<file path="src/rtl/alu_seq_pkg.sv">
// Shared opcodes, FSM state type and flag-vector layout for the sequential ALU.
package alu_seq_pkg;

  localparam logic [2:0] OP_ADD = 3'b000;
  localparam logic [2:0] OP_SUB = 3'b001;
  localparam logic [2:0] OP_AND = 3'b010;
  localparam logic [2:0] OP_OR  = 3'b011;
  localparam logic [2:0] OP_XOR = 3'b100;
  localparam logic [2:0] OP_SHL = 3'b101;
  localparam logic [2:0] OP_SHR = 3'b110;
  localparam logic [2:0] OP_MUL = 3'b111;

  typedef enum logic [1:0] {
    S_IDLE,
    S_BUSY,
    S_DONE
  } state_t;

  // Bit positions inside the registered flag vector.
  localparam int FLG_C = 0;
  localparam int FLG_Z = 1;
  localparam int FLG_N = 2;
  localparam int FLG_V = 3;
  localparam int NFLG  = 4;

endpackage

</file>
<file path="src/rtl/alu_mul_seq.sv">
// Unsigned shift-add multiplier: loads on i_start, then takes exactly WIDTH cycles.
module alu_mul_seq #(
  parameter int WIDTH = 8
) (
  input  logic                 clk,
  input  logic                 rst,
  input  logic                 i_start,
  input  logic [WIDTH-1:0]     i_a,
  input  logic [WIDTH-1:0]     i_b,
  output logic                 o_busy,
  output logic                 o_done,
  output logic [2*WIDTH-1:0]   o_product
);
  localparam int CW = $clog2(WIDTH + 1);

  logic [WIDTH-1:0]   r_mcand;
  logic [2*WIDTH-1:0] r_prod;
  logic [CW-1:0]      r_cnt;
  logic [WIDTH:0]     w_sum;

  // Low half starts as the multiplier and is consumed LSB-first as the
  // partial product shifts in from the top.
  always_comb begin
    w_sum = {1'b0, r_prod[2*WIDTH-1:WIDTH]};
    if (r_prod[0]) w_sum = w_sum + {1'b0, r_mcand};
  end

  always_ff @(posedge clk) begin
    if (rst) begin
      r_mcand <= '0;
      r_prod  <= '0;
      r_cnt   <= '0;
    end else if (i_start) begin
      r_mcand <= i_a;
      r_prod  <= {{WIDTH{1'b0}}, i_b};
      r_cnt   <= CW'(WIDTH);
    end else if (r_cnt != '0) begin
      r_prod  <= {w_sum, r_prod[WIDTH-1:1]};
      r_cnt   <= r_cnt - 1'b1;
    end
  end

  assign o_busy    = (r_cnt != '0);
  // High during the cycle whose closing edge performs the last step.
  assign o_done    = (r_cnt == CW'(1));
  assign o_product = r_prod;

endmodule

</file>
<file path="src/rtl/alu_seq.sv">
// Registered ALU with valid/ready handshakes, one op in flight, multi-cycle MUL.
module alu_seq
  import alu_seq_pkg::*;
#(
  parameter int WIDTH = 8,
  parameter int SHW   = $clog2(WIDTH)
) (
  input  logic             clk,
  input  logic             rst,
  input  logic             in_valid,
  output logic             in_ready,
  input  logic [WIDTH-1:0] A,
  input  logic [WIDTH-1:0] B,
  input  logic [2:0]       OP,
  output logic             out_valid,
  input  logic             out_ready,
  output logic [WIDTH-1:0] OUT,
  output logic [WIDTH-1:0] OUT_HI,
  output logic             CARRY,
  output logic             ZERO,
  output logic             NEG,
  output logic             OVF
);
  localparam int M = WIDTH - 1;

  state_t             r_state, w_state_nxt;
  logic [WIDTH-1:0]   r_out;
  logic [NFLG-1:0]    r_flags;
  logic               r_sel_mul;

  logic               w_accept, w_is_mul;
  logic [SHW-1:0]     w_sh;
  logic [WIDTH-1:0]   w_res;
  logic               w_c, w_v;
  logic [NFLG-1:0]    w_flags;
  logic               w_mul_busy, w_mul_done;
  logic [2*WIDTH-1:0] w_prod;

  assign w_is_mul = (OP == OP_MUL);
  assign w_sh     = B[SHW-1:0];
  assign w_accept = in_valid && in_ready;

  // Single-cycle datapath; MUL is handled by the sequential multiplier.
  always_comb begin
    w_res = '0;
    w_c   = 1'b0;
    w_v   = 1'b0;
    case (OP)
      OP_ADD: begin
        {w_c, w_res} = {1'b0, A} + {1'b0, B};
        w_v = (A[M] == B[M]) && (w_res[M] != A[M]);
      end
      OP_SUB: begin
        {w_c, w_res} = {1'b0, A} - {1'b0, B};
        w_v = (A[M] != B[M]) && (w_res[M] != A[M]);
      end
      OP_AND: w_res = A & B;
      OP_OR:  w_res = A | B;
      OP_XOR: w_res = A ^ B;
      // Extra bit beyond the edge catches the last bit shifted out (0 for s=0).
      OP_SHL: {w_c, w_res} = {1'b0, A} << w_sh;
      OP_SHR: {w_res, w_c} = {A, 1'b0} >> w_sh;
      default: ;
    endcase
    w_flags        = '0;
    w_flags[FLG_C] = w_c;
    w_flags[FLG_Z] = (w_res == '0);
    w_flags[FLG_N] = w_res[M];
    w_flags[FLG_V] = w_v;
  end

  always_ff @(posedge clk) begin
    if (rst) r_state <= S_IDLE;
    else     r_state <= w_state_nxt;
  end

  always_comb begin
    w_state_nxt = r_state;
    in_ready    = 1'b0;
    out_valid   = 1'b0;
    case (r_state)
      S_IDLE: begin
        in_ready = 1'b1;
        if (in_valid) w_state_nxt = w_is_mul ? S_BUSY : S_DONE;
      end
      S_BUSY: begin
        if (w_mul_done) w_state_nxt = S_DONE;
      end
      S_DONE: begin
        out_valid = 1'b1;
        in_ready  = out_ready;
        if (out_ready) w_state_nxt = in_valid ? (w_is_mul ? S_BUSY : S_DONE) : S_IDLE;
      end
      default: w_state_nxt = S_IDLE;
    endcase
  end

  always_ff @(posedge clk) begin
    if (rst) begin
      r_out     <= '0;
      r_flags   <= '0;
      r_sel_mul <= 1'b0;
    end else if (w_accept) begin
      r_sel_mul <= w_is_mul;
      if (!w_is_mul) begin
        r_out   <= w_res;
        r_flags <= w_flags;
      end
    end
  end

  alu_mul_seq #(.WIDTH(WIDTH)) u_mul (
    .clk       (clk),
    .rst       (rst),
    .i_start   (w_accept && w_is_mul),
    .i_a       (A),
    .i_b       (B),
    .o_busy    (w_mul_busy),
    .o_done    (w_mul_done),
    .o_product (w_prod)
  );

  // The multiplier's product register is held until the next MUL starts, so it
  // drives the outputs directly once its op is the one being presented.
  always_comb begin
    if (r_sel_mul) begin
      OUT    = w_prod[WIDTH-1:0];
      OUT_HI = w_prod[2*WIDTH-1:WIDTH];
      CARRY  = |w_prod[2*WIDTH-1:WIDTH];
      ZERO   = (w_prod == '0);
      NEG    = w_prod[2*WIDTH-1];
      OVF    = 1'b0;
    end else begin
      OUT    = r_out;
      OUT_HI = '0;
      CARRY  = r_flags[FLG_C];
      ZERO   = r_flags[FLG_Z];
      NEG    = r_flags[FLG_N];
      OVF    = r_flags[FLG_V];
    end
  end

  logic w_unused;
  assign w_unused = w_mul_busy;

endmodule

</file>
<file path="config.mk">
export PLATFORM = sky130hd
export DESIGN_NAME = alu_seq
export DESIGN_NICKNAME = d
export VERILOG_FILES = /design/src/rtl/alu_seq_pkg.sv /design/src/rtl/alu_mul_seq.sv /design/src/rtl/alu_seq.sv
export SDC_FILE = /design/constraint.sdc
export NUM_CORES = 1
export LEC_CHECK = 0
export CAP_MARGIN = 30
export CORE_MARGIN = 1.5
export CORE_UTILIZATION = 47
export CTS_CLUSTER_SIZE = 10
export DETAILED_ROUTE_END_ITERATION = 7
export HOLD_SLACK_MARGIN = 0.05
export PLACE_DENSITY = 0.73
export RECOVER_POWER = 100
export SYNTH_ARGS = -nofsm -noshare
export SYNTH_HDL_FRONTEND = slang
export SYNTH_HIERARCHICAL = 1
export SYNTH_SLANG_ARGS = --single-unit
</file>
<file path="constraint.sdc">
create_clock -name clk -period 5.5 [get_ports clk]
set_input_delay 0.825 -clock clk [delete_from_list [all_inputs] [get_ports clk]]
set_output_delay 0.825 -clock clk [all_outputs]
set_load 0.005 [all_outputs]
</file>
==> flow_summary.json, run 1 <==
{
  "outcome": "finished, final reports clean",
  "core_area_um2": 8300,
  "post_cts_buffers": 0,
  "die_x_um": 96.2,
  "drt_pass1_iterations": 5,
  "nets": 604,
  "start_util": 0.492,
  "tns_ns": 0,
  "fillers": 769,
  "ctsResizeCount": 0,
  "p_switching_w": 0.000483,
  "finalSetupViolCount": 0,
  "grt_max_degree": 27,
  "globalplace.congestion": 0.909,
  "netlist_instances": 518,
  "insertion_delay_ns": 0.29,
  "drc": 0,
  "drtAntennaViolNets": 0,
  "htreeDepth": 2,
  "r2r_slack_ns": 2.86,
  "timing.rr.start": "r_state[1]",
  "p_clk_frac": 0.175,
  "overflow": 0,
  "pin_count": 45,
  "root_buffer": "clkbuf_8",
  "cp-start-kind": "primary input",
  "synth_area_leader_cell": "dfxtp_1",
  "crit_start": "OP[2]",
  "max_freq_ghz": 0.271,
  "synth_edf_count": 0,
  "grt_usage": 0.260,
  "grt_pass1_wl_um": 18600,
  "drtIter0Drc": 234,
  "yosysWarnings": 6,
  "clk_pin_slew_worst_paths_ns": 0.08,
  "drive_above_1_share": 0.0681,
  "critPathCapture": "u_mul/o_product[2]",
  "ys_seq_area_frac": 0.206,
  "cap_violations": 0,
  "wl_per_cell_um": 17.5,
  "reg2reg_depth": 8,
  "slew_headroom": 0.275,
  "end_kind": "register",
  "grt_pass1_vias": 3765,
  "worstPathMaxFanout": 19,
  "wl_um": 11300,
  "num_rows": 33,
  "rsz0062_at_grt": "false",
  "synthFlopType": "dfxtp_1",
  "numCtsBuffers": 5,
  "hp-class": "reg2reg",
  "synth.most_common_cell": "nor2_1",
  "synth_top_area_frac": 0.206,
  "seq_power_share": 0.361,
  "synthTopCellsByCount": "58 x nor2_1, 42 x a21oi_1, 42 x dfxtp_1",
  "syn-mean-instance-area_um2": 7.88,
  "reg2reg_to": "u_mul/o_product[2]",
  "synth_cell_types": 72,
  "viasPerCell": 6.11,
  "dieArea_um2": 9250,
  "combPwrFrac": 0.465,
  "finalMaxSlewViolations": 0,
  "fin_crit_sh": 0.672,
  "clock_path_buffers": 2,
  "p_int_w": 0.000695,
  "synthesis.nets": 580,
  "worstMarginPinSlew_ns": 1.09,
  "synthToLayoutAreaGrowth_pct": 13.0,
  "final_util": 0.555,
  "cp.required_ns": 5.66,
  "holdBufCountCts": 0,
  "peakVddDrop_mv": 0.138,
  "critPathArrivalTime_ns": 3.85,
  "dr_total_vias": 3957,
  "switching_share": 0.410,
  "diodes": 0,
  "synth_area_um2": 4080,
  "cts.sinks": 42,
  "hpwl_um": 8700,
  "p_leak_nw": 1.85,
  "io_buffers": 44,
  "synth_seq_cells": 42,
  "skew_ns": 0.00473,
  "powerDensity_nw_per_um2": 255,
  "async_reset_ff_frac": 0,
  "die_h_um": 96.2,
  "hold_viol_final": 0,
  "antenna_found_initial": 0,
  "layout_min_cycle_time_ns": 3.69,
  "cts_tree": "done",
  "synth_area_leaders": "dfxtp_1 21%, ha_1 11%, mux2i_1 6.1%, nor2_1 5.3%, a21oi_1 5.2%",
  "crit_type": "in2reg"
}
-- registers in the layout (all words and copies together), names as in the netlist --
| register | cells |
|---|---|
| u_mul/o_product | 16 |
| u_mul/r_mcand | 8 |
| r_out | 7 |
| r_flags | 4 |
| u_mul/r_cnt | 4 |
| r_state | 2 |
| r_sel_mul | 1 |
-- worst min-delay path by stage --
stage / from / to / slack, ns / depth (start not counted)
after floorplan: r_flags[3] / r_flags[3] / 0.43 / 2
after global placement: r_flags[3] / r_flags[3] / 0.44 / 2
after detailed placement: r_flags[3] / r_flags[3] / 0.44 / 2
after CTS: r_flags[3] / r_flags[3] / 0.45 / 2
after global routing: r_flags[3] / r_flags[3] / 0.48 / 2
final: r_flags[3] / r_flags[3] / 0.45 / 2
-- cells by family after synthesis --
| group | synth area share |
|---|---|
| AND/OR/NAND/NOR | 0.225 |
| AO/OA/AOI/OAI | 0.236 |
| buffers and inverters | 0.0702 |
| flip-flops | 0.206 |
| multiplexers | 0.117 |
| adder cells (fa/ha/maj) | 0.125 |
| XOR/XNOR | 0.0215 |
-- per-stage QoR --
step	hold slack [ns]	cells	total power (W)	setup slack [ns]	cell area (µm²)
global placement	0.436	640	0.000963	1.71	4540
CTS	0.454	648	0.00118	1.96	4630
global route	0.483	648	0.00127	1.65	4610
floorplan	0.427	518	0.000829	2.55	4080
detailed placement	0.445	640	0.000980	1.65	4540
finish	0.452	648	0.00118	1.81	4610
-- layer usage --
layer,vias to the layer above,wire [µm],global-route usage
met5,-,0,0
met4,0,224,0.0699
met3,15,529,0.0205
met2,131,5450,0.447
met1,1874,5120,0.347
li1,1937,-,-
-- worst max-delay path, cell delays in order --
cell and delay [ns]:
dlygate4sd3_1 0.97, nand3_1 0.26, nor2_1 0.15, clkbuf_1 0.81, inv_1 0.45, nor2_1 0.30, a311oi_1 0.07
-- layout by cell type (no fill, tap or decap), drive strengths merged, types with 11 or more instances in the layout --
master         count
nor2              58
o21ai             21
nor3              20
dfxtp             42
a211oi            15
clkdlybuf4s50     23
dlygate4sd3       21
nor2b             11
ha                36
inv               33
a21oi             42
nand2             31
mux2i             25
-- power by group through the flow --
stage | Sequential (W) | Combinational [W] | Clock (W)
2_1_floorplan | 0.000405 | 0.000424 | 0
4_1_cts | 0.000424 | 0.000551 | 0.000210
5_1_grt | 0.000434 | 0.000609 | 0.000223
6_report | 0.000425 | 0.000547 | 0.000206
3_5_place_dp | 0.000431 | 0.000549 | 0
3_3_place_gp | 0.000427 | 0.000537 | 0
-- final cells by class --
cell class                 instances  area (µm²)  area share
clock inverter                     2        12.5     0.00271
tap                              105         131      0.0285
clock buffer                       6        82.6      0.0179
sequential                        42         841       0.182
multi-input combinational        409        2930       0.636
inverter                          34         128      0.0277
timing repair buffer              50         482       0.105
Power figures use the tool's default switching activity.
==> run 2, diff against run 1 <==
Settings changed: PLACE_DENSITY 0.73 to 0.76.
Clock period 5.5 ns to 3.1 ns, I/O delays scaled along.
==> run 2 against run 1 <==
Compared with the run above:
- cell count grew 4.8%
- die area unchanged
- clock skew rose by 0.0026 ns
- total power up 87%
- count of clock-buffer cells in the layout unchanged
- utilization rose by 3.1 points
- via count increased by 3.5%
- first-iteration DRC count shrank 7.7%
- highest routed layer unchanged
==> flow_summary.json, run 2 (same netlist as run 1, synthesis figures left out) <==
{
  "grt_pass1_wl_um": 18500,
  "hold_end": "r_flags[3]",
  "rsz0062_at_grt": "false",
  "wl_per_cell_um": 16.9,
  "globalplace.congestion": 0.904,
  "clk_pin_slew_worst_paths_ns": 0.08,
  "start_util": 0.492,
  "hold_path_depth": 2,
  "end_kind": "register",
  "crit_type": "in2reg",
  "max_freq_ghz": 0.342,
  "core_area_um2": 8300,
  "finalMaxSlewViolations": 0,
  "insertion_delay_ns": 0.30,
  "p_clk_frac": 0.195,
  "cap_violations": 0,
  "cp_slowest_cell": "clkdlybuf4s50_1",
  "critPathArrivalTime_ns": 3.16,
  "p_int_w": 0.00133,
  "tns_ns": 0,
  "dieArea_um2": 9250,
  "drive_above_1_share": 0.113,
  "hold_start": "r_flags[3]",
  "htreeDepth": 2,
  "numCtsBuffers": 5,
  "nets": 635,
  "slew_headroom": 0.463,
  "pin_count": 45,
  "num_rows": 33,
  "grt_usage": 0.260,
  "hp-class": "reg2reg",
  "synthToLayoutAreaGrowth_pct": 19.3,
  "final_cell_mix": "58 x nor2_1, 42 x a21oi_1, 42 x dfxtp_1",
  "root_buffer": "clkbuf_8",
  "timing.rr.start": "r_state[1]",
  "overflow": 0,
  "skew_ns": 0.00735,
  "hold_viol_final": 0,
  "p_leak_nw": 1.99,
  "fin_crit_sh": 0.943,
  "finalSetupViolCount": 0,
  "drt_pass1_iterations": 7,
  "holdWs_ns": 0.454,
  "r2r_slack_ns": 0.74,
  "cts.sinks": 42,
  "drc": 0,
  "cp-start-kind": "primary input",
  "layout_min_cycle_time_ns": 2.92,
  "antenna_found_initial": 0,
  "drtAntennaViolNets": 0,
  "reg2reg_to": "u_mul/o_product[14]",
  "grt_pass1_vias": 3873,
  "critPathMaxStageDelay_ns": 0.48,
  "worstPathMaxFanout": 2,
  "cp.required_ns": 3.34,
  "worstMarginPinSlew_ns": 0.806,
  "powerDensity_nw_per_um2": 452,
  "seq_power_share": 0.341,
  "clock_path_buffers": 2,
  "layout_commonest_cell": "nor2_1",
  "io_buffers": 44,
  "cts_tree": "done",
  "p_switching_w": 0.000873,
  "outcome": "finished, final reports clean",
  "cp_cell_sequence": "clkdlybuf4s50_1 -> inv_1 -> ha_1 -> fa_1 -> xnor2_1 -> o31ai_1 -> a2111oi_1 -> o311a_2 -> nand4b_1 -> a2111o_1 -> o21ai_1",
  "switching_share": 0.397,
  "grt_max_degree": 26,
  "combPwrFrac": 0.463,
  "wl_um": 11400,
  "final_util": 0.586,
  "crit_buf_inv": 2,
  "post_cts_buffers": 0,
  "critPathTopFamily": "compound AO/OA/AOI/OAI gates",
  "largest_reg_flops": 16,
  "reg2reg_depth": 7,
  "diodes": 0,
  "dr_total_vias": 4095,
  "viasPerCell": 6.03,
  "drtIter0Drc": 216,
  "peakVddDrop_mv": 0.198,
  "die_h_um": 96.2,
  "die_x_um": 96.2,
  "hpwl_um": 9150
}
## run 2: cell types whose count changed in the layout (fill, tap and decap cells not counted), sizes merged
cell,delta
bufinv,+1
buf,+27
dlygate4sd3,-2
clkinv,-1
clkdlybuf4s50,+2
clkbuf,+4
## run 2: cell type report
class	instances	area, µm²
Multi-Input combinational cell	409	2950
Clock inverter	2	37.5
Clock buffer	6	72.6
Timing Repair Buffer	81	703
Inverter	34	128
Tap cell	105	131
Sequential cell	42	841
Fill cell	782	3430
## run 2: how the worst max path moves through the flow
stage          startpoint          to  slack, ns  cells past startpoint
4_1_cts              A[0]  r_flags[1]       0.13                     11
2_1_floorplan        B[2]  r_flags[1]       0.51                     11
5_1_grt              A[0]  r_flags[1]       0.04                     11
3_3_place_gp         A[0]  r_flags[1]      -0.11                     11
6_report             A[0]  r_flags[1]       0.18                     11
3_5_place_dp         A[0]  r_flags[1]      -0.15                     11
## run 2: tightest hold or removal path: stages, from the launching register on
cell and delay, ns:
dfxtp_1 0.31, nand2_1 0.05, a21oi_1 0.05
## run 2: power by group through the flow
| stage | combinational (W) | clock, W | sequential (W) |
|---|---|---|---|
| after floorplan | 0.000751 | 0 | 0.000719 |
| after global placement | 0.000987 | 0 | 0.000753 |
| after detailed placement | 0.00102 | 0 | 0.000762 |
| after CTS | 0.00102 | 0.000434 | 0.000749 |
| after global routing | 0.00113 | 0.000459 | 0.000764 |
| final | 0.00102 | 0.000429 | 0.000751 |
## run 2: through the flow
stage	worst slack, ns	instance area [µm²]	instances	total power, W
6_report	0.177	4870	679	0.00220
5_1_grt	0.0400	4870	679	0.00236
4_1_cts	0.125	4880	679	0.00221
3_5_place_dp	-0.150	4770	671	0.00178
3_3_place_gp	-0.111	4770	671	0.00174
2_1_floorplan	0.514	4080	518	0.00147
## run 2: routing by layer
layer  GRT usage  up-vias  wire length, µm
met5           0        -                0
met4       0.115        0              424
li1            -     1999                -
met1       0.324     1938             5150
met3      0.0237       30              463
met2       0.450      128             5410
## run 2: what timing repair did
action | CTS | global route
hold buffers | 0 | 0
gates resized for setup | 0 | 0
endpoints found under the setup margin | 0 | 1
==> run 3, diff against run 2 <==
Settings changed: CAP_MARGIN 30 to not set, CTS_BUF_LIST set to sky130_fd_sc_hd__clkbuf_16, TNS_END_PERCENT set to 1.
==> run 3 against run 2 <==
Compared with the run above:
- die area unchanged
- setup slack got worse by 0.0081 ns
- maximum frequency decreased by 0.28%
- combinational power about the same
- final area increased by 1.2%
- critical path depth unchanged
- critical endpoint unchanged
- clock power increased by 36%
- count of clock-buffer cells in the layout decreased by 1
- first-iteration DRC count increased by 3.2%
- largest cell class unchanged
- register-to-register slack about the same
==> flow_summary.json, run 3 (same netlist as run 1, synthesis figures left out) <==
{
  "outcome": "finished, final reports clean",
  "io_buffers": 44,
  "htreeDepth": 2,
  "slew_headroom": 0.455,
  "dr_total_vias": 4034,
  "drtAntennaViolNets": 0,
  "viasPerCell": 5.94,
  "cts_tree": "done",
  "layout_commonest_cell": "nor2_1",
  "reg2reg_depth": 7,
  "synthToLayoutAreaGrowth_pct": 20.6,
  "fin_crit_sh": 0.946,
  "drt_pass1_iterations": 5,
  "clk_pin_slew_worst_paths_ns": 0.06,
  "dieArea_um2": 9250,
  "post_cts_buffers": 0,
  "insertion_delay_ns": 0.28,
  "cts.sinks": 42,
  "root_buffer": "clkbuf_16",
  "end_kind": "register",
  "drc": 0,
  "pin_count": 45,
  "grt_pass1_wl_um": 18600,
  "max_freq_ghz": 0.341,
  "die_h_um": 96.2,
  "r2r_slack_ns": 0.75,
  "holdWs_ns": 0.452,
  "cp.required_ns": 3.32,
  "numCtsBuffers": 5,
  "rsz0062_at_grt": "false",
  "finalMaxSlewViolations": 0,
  "nets": 635,
  "grt_usage": 0.261,
  "clock_path_buffers": 2,
  "hp-class": "reg2reg",
  "crit_type": "in2reg",
  "final_cell_mix": "58 x nor2_1, 42 x a21oi_1, 42 x dfxtp_1",
  "cap_violations": 0,
  "grt_pass1_vias": 3861,
  "hpwl_um": 9150,
  "peakVddDrop_mv": 0.277,
  "regArea_um2": 841,
  "layout_min_cycle_time_ns": 2.93,
  "hold_path_depth": 2,
  "wl_per_cell_um": 17.0,
  "worstPathMaxFanout": 2,
  "largest_reg_flops": 16,
  "p_leak_nw": 2.02,
  "ctsResizeCount": 0,
  "hold_viol_final": 0,
  "finalSetupViolCount": 0,
  "diodes": 0,
  "worstMarginPinSlew_ns": 0.818,
  "multiInputGateArea_um2": 2950,
  "start_util": 0.492,
  "holdBufCountCts": 0,
  "overflow": 0,
  "wl_um": 11500,
  "core_area_um2": 8300,
  "critPathArrivalTime_ns": 3.15,
  "antenna_found_initial": 0,
  "globalplace.congestion": 0.904,
  "cp-start-kind": "primary input",
  "skew_ns": 0.00564,
  "drtIter0Drc": 223,
  "fillers": 770,
  "die_x_um": 96.2,
  "tns_ns": 0,
  "drive_above_1_share": 0.113,
  "num_rows": 33,
  "powerDensity_nw_per_um2": 479,
  "grt_max_degree": 26
}
-- run 3: cell types whose count changed in the layout (fill, tap and decap cells not counted) --
| cell | before | now |
|---|---|---|
| clkbuf_1 | 5 | 4 |
| clkbuf_16 | 0 | 5 |
| clkbuf_8 | 5 | 0 |
| inv_1 | 31 | 32 |
-- run 3: through the flow --
step	cells	area, µm²	utilization	setup WS [ns]	power, W
CTS	679	4940	0.595	0.101	0.00236
finish	679	4920	0.593	0.169	0.00236
floorplan	518	4080	-	0.514	0.00147
global route	679	4920	0.593	0.0156	0.00251
detailed placement	671	4770	0.575	-0.150	0.00178
global placement	671	4770	0.575	-0.111	0.00174
-- run 3: critical path, cell delays in order --
cell             delay (ns)
clkdlybuf4s50_1        0.48
inv_1                  0.06
ha_1                   0.22
fa_1                   0.42
xnor2_1                0.17
o31ai_1                0.09
a2111oi_1              0.36
o311a_2                0.27
nand4b_1               0.09
a2111o_1               0.40
o21ai_1                0.13
-- run 3: metal layers --
metal / global-route usage / up-vias / share of wire
met1: 0.326 / 1902 / 0.46
met4: 0.103 / 0 / 0.030
met2: 0.456 / 117 / 0.48
met5: 0 / - / 0
li1: - / 1995 / -
met3: 0.0253 / 20 / 0.038
-- run 3: worst paths after layout --
| kind | from | to |
|---|---|---|
| setup reg to reg | r_state[1] | u_mul/o_product[14] |
| hold reg to reg | r_flags[3] | r_flags[3] |
| hold / removal | r_flags[3] | r_flags[3] |
| setup / recovery | A[0] | r_flags[1] |
-- run 3: power by group --
part	internal (W)	switching, W	total, W
sequential	0.000639	0.000115	0.000754
combinational	0.000448	0.000573	0.00102
clock	0.000377	0.000207	0.000583
-- run 3: cell type report --
cell class | instances | share of cell area
Clock inverter | 3 | 0.00839
Timing Repair Buffer | 81 | 0.143
Clock buffer | 5 | 0.0254
Tap cell | 105 | 0.0267
Multi-Input combinational cell | 409 | 0.600
Sequential cell | 42 | 0.171
Inverter | 34 | 0.0259
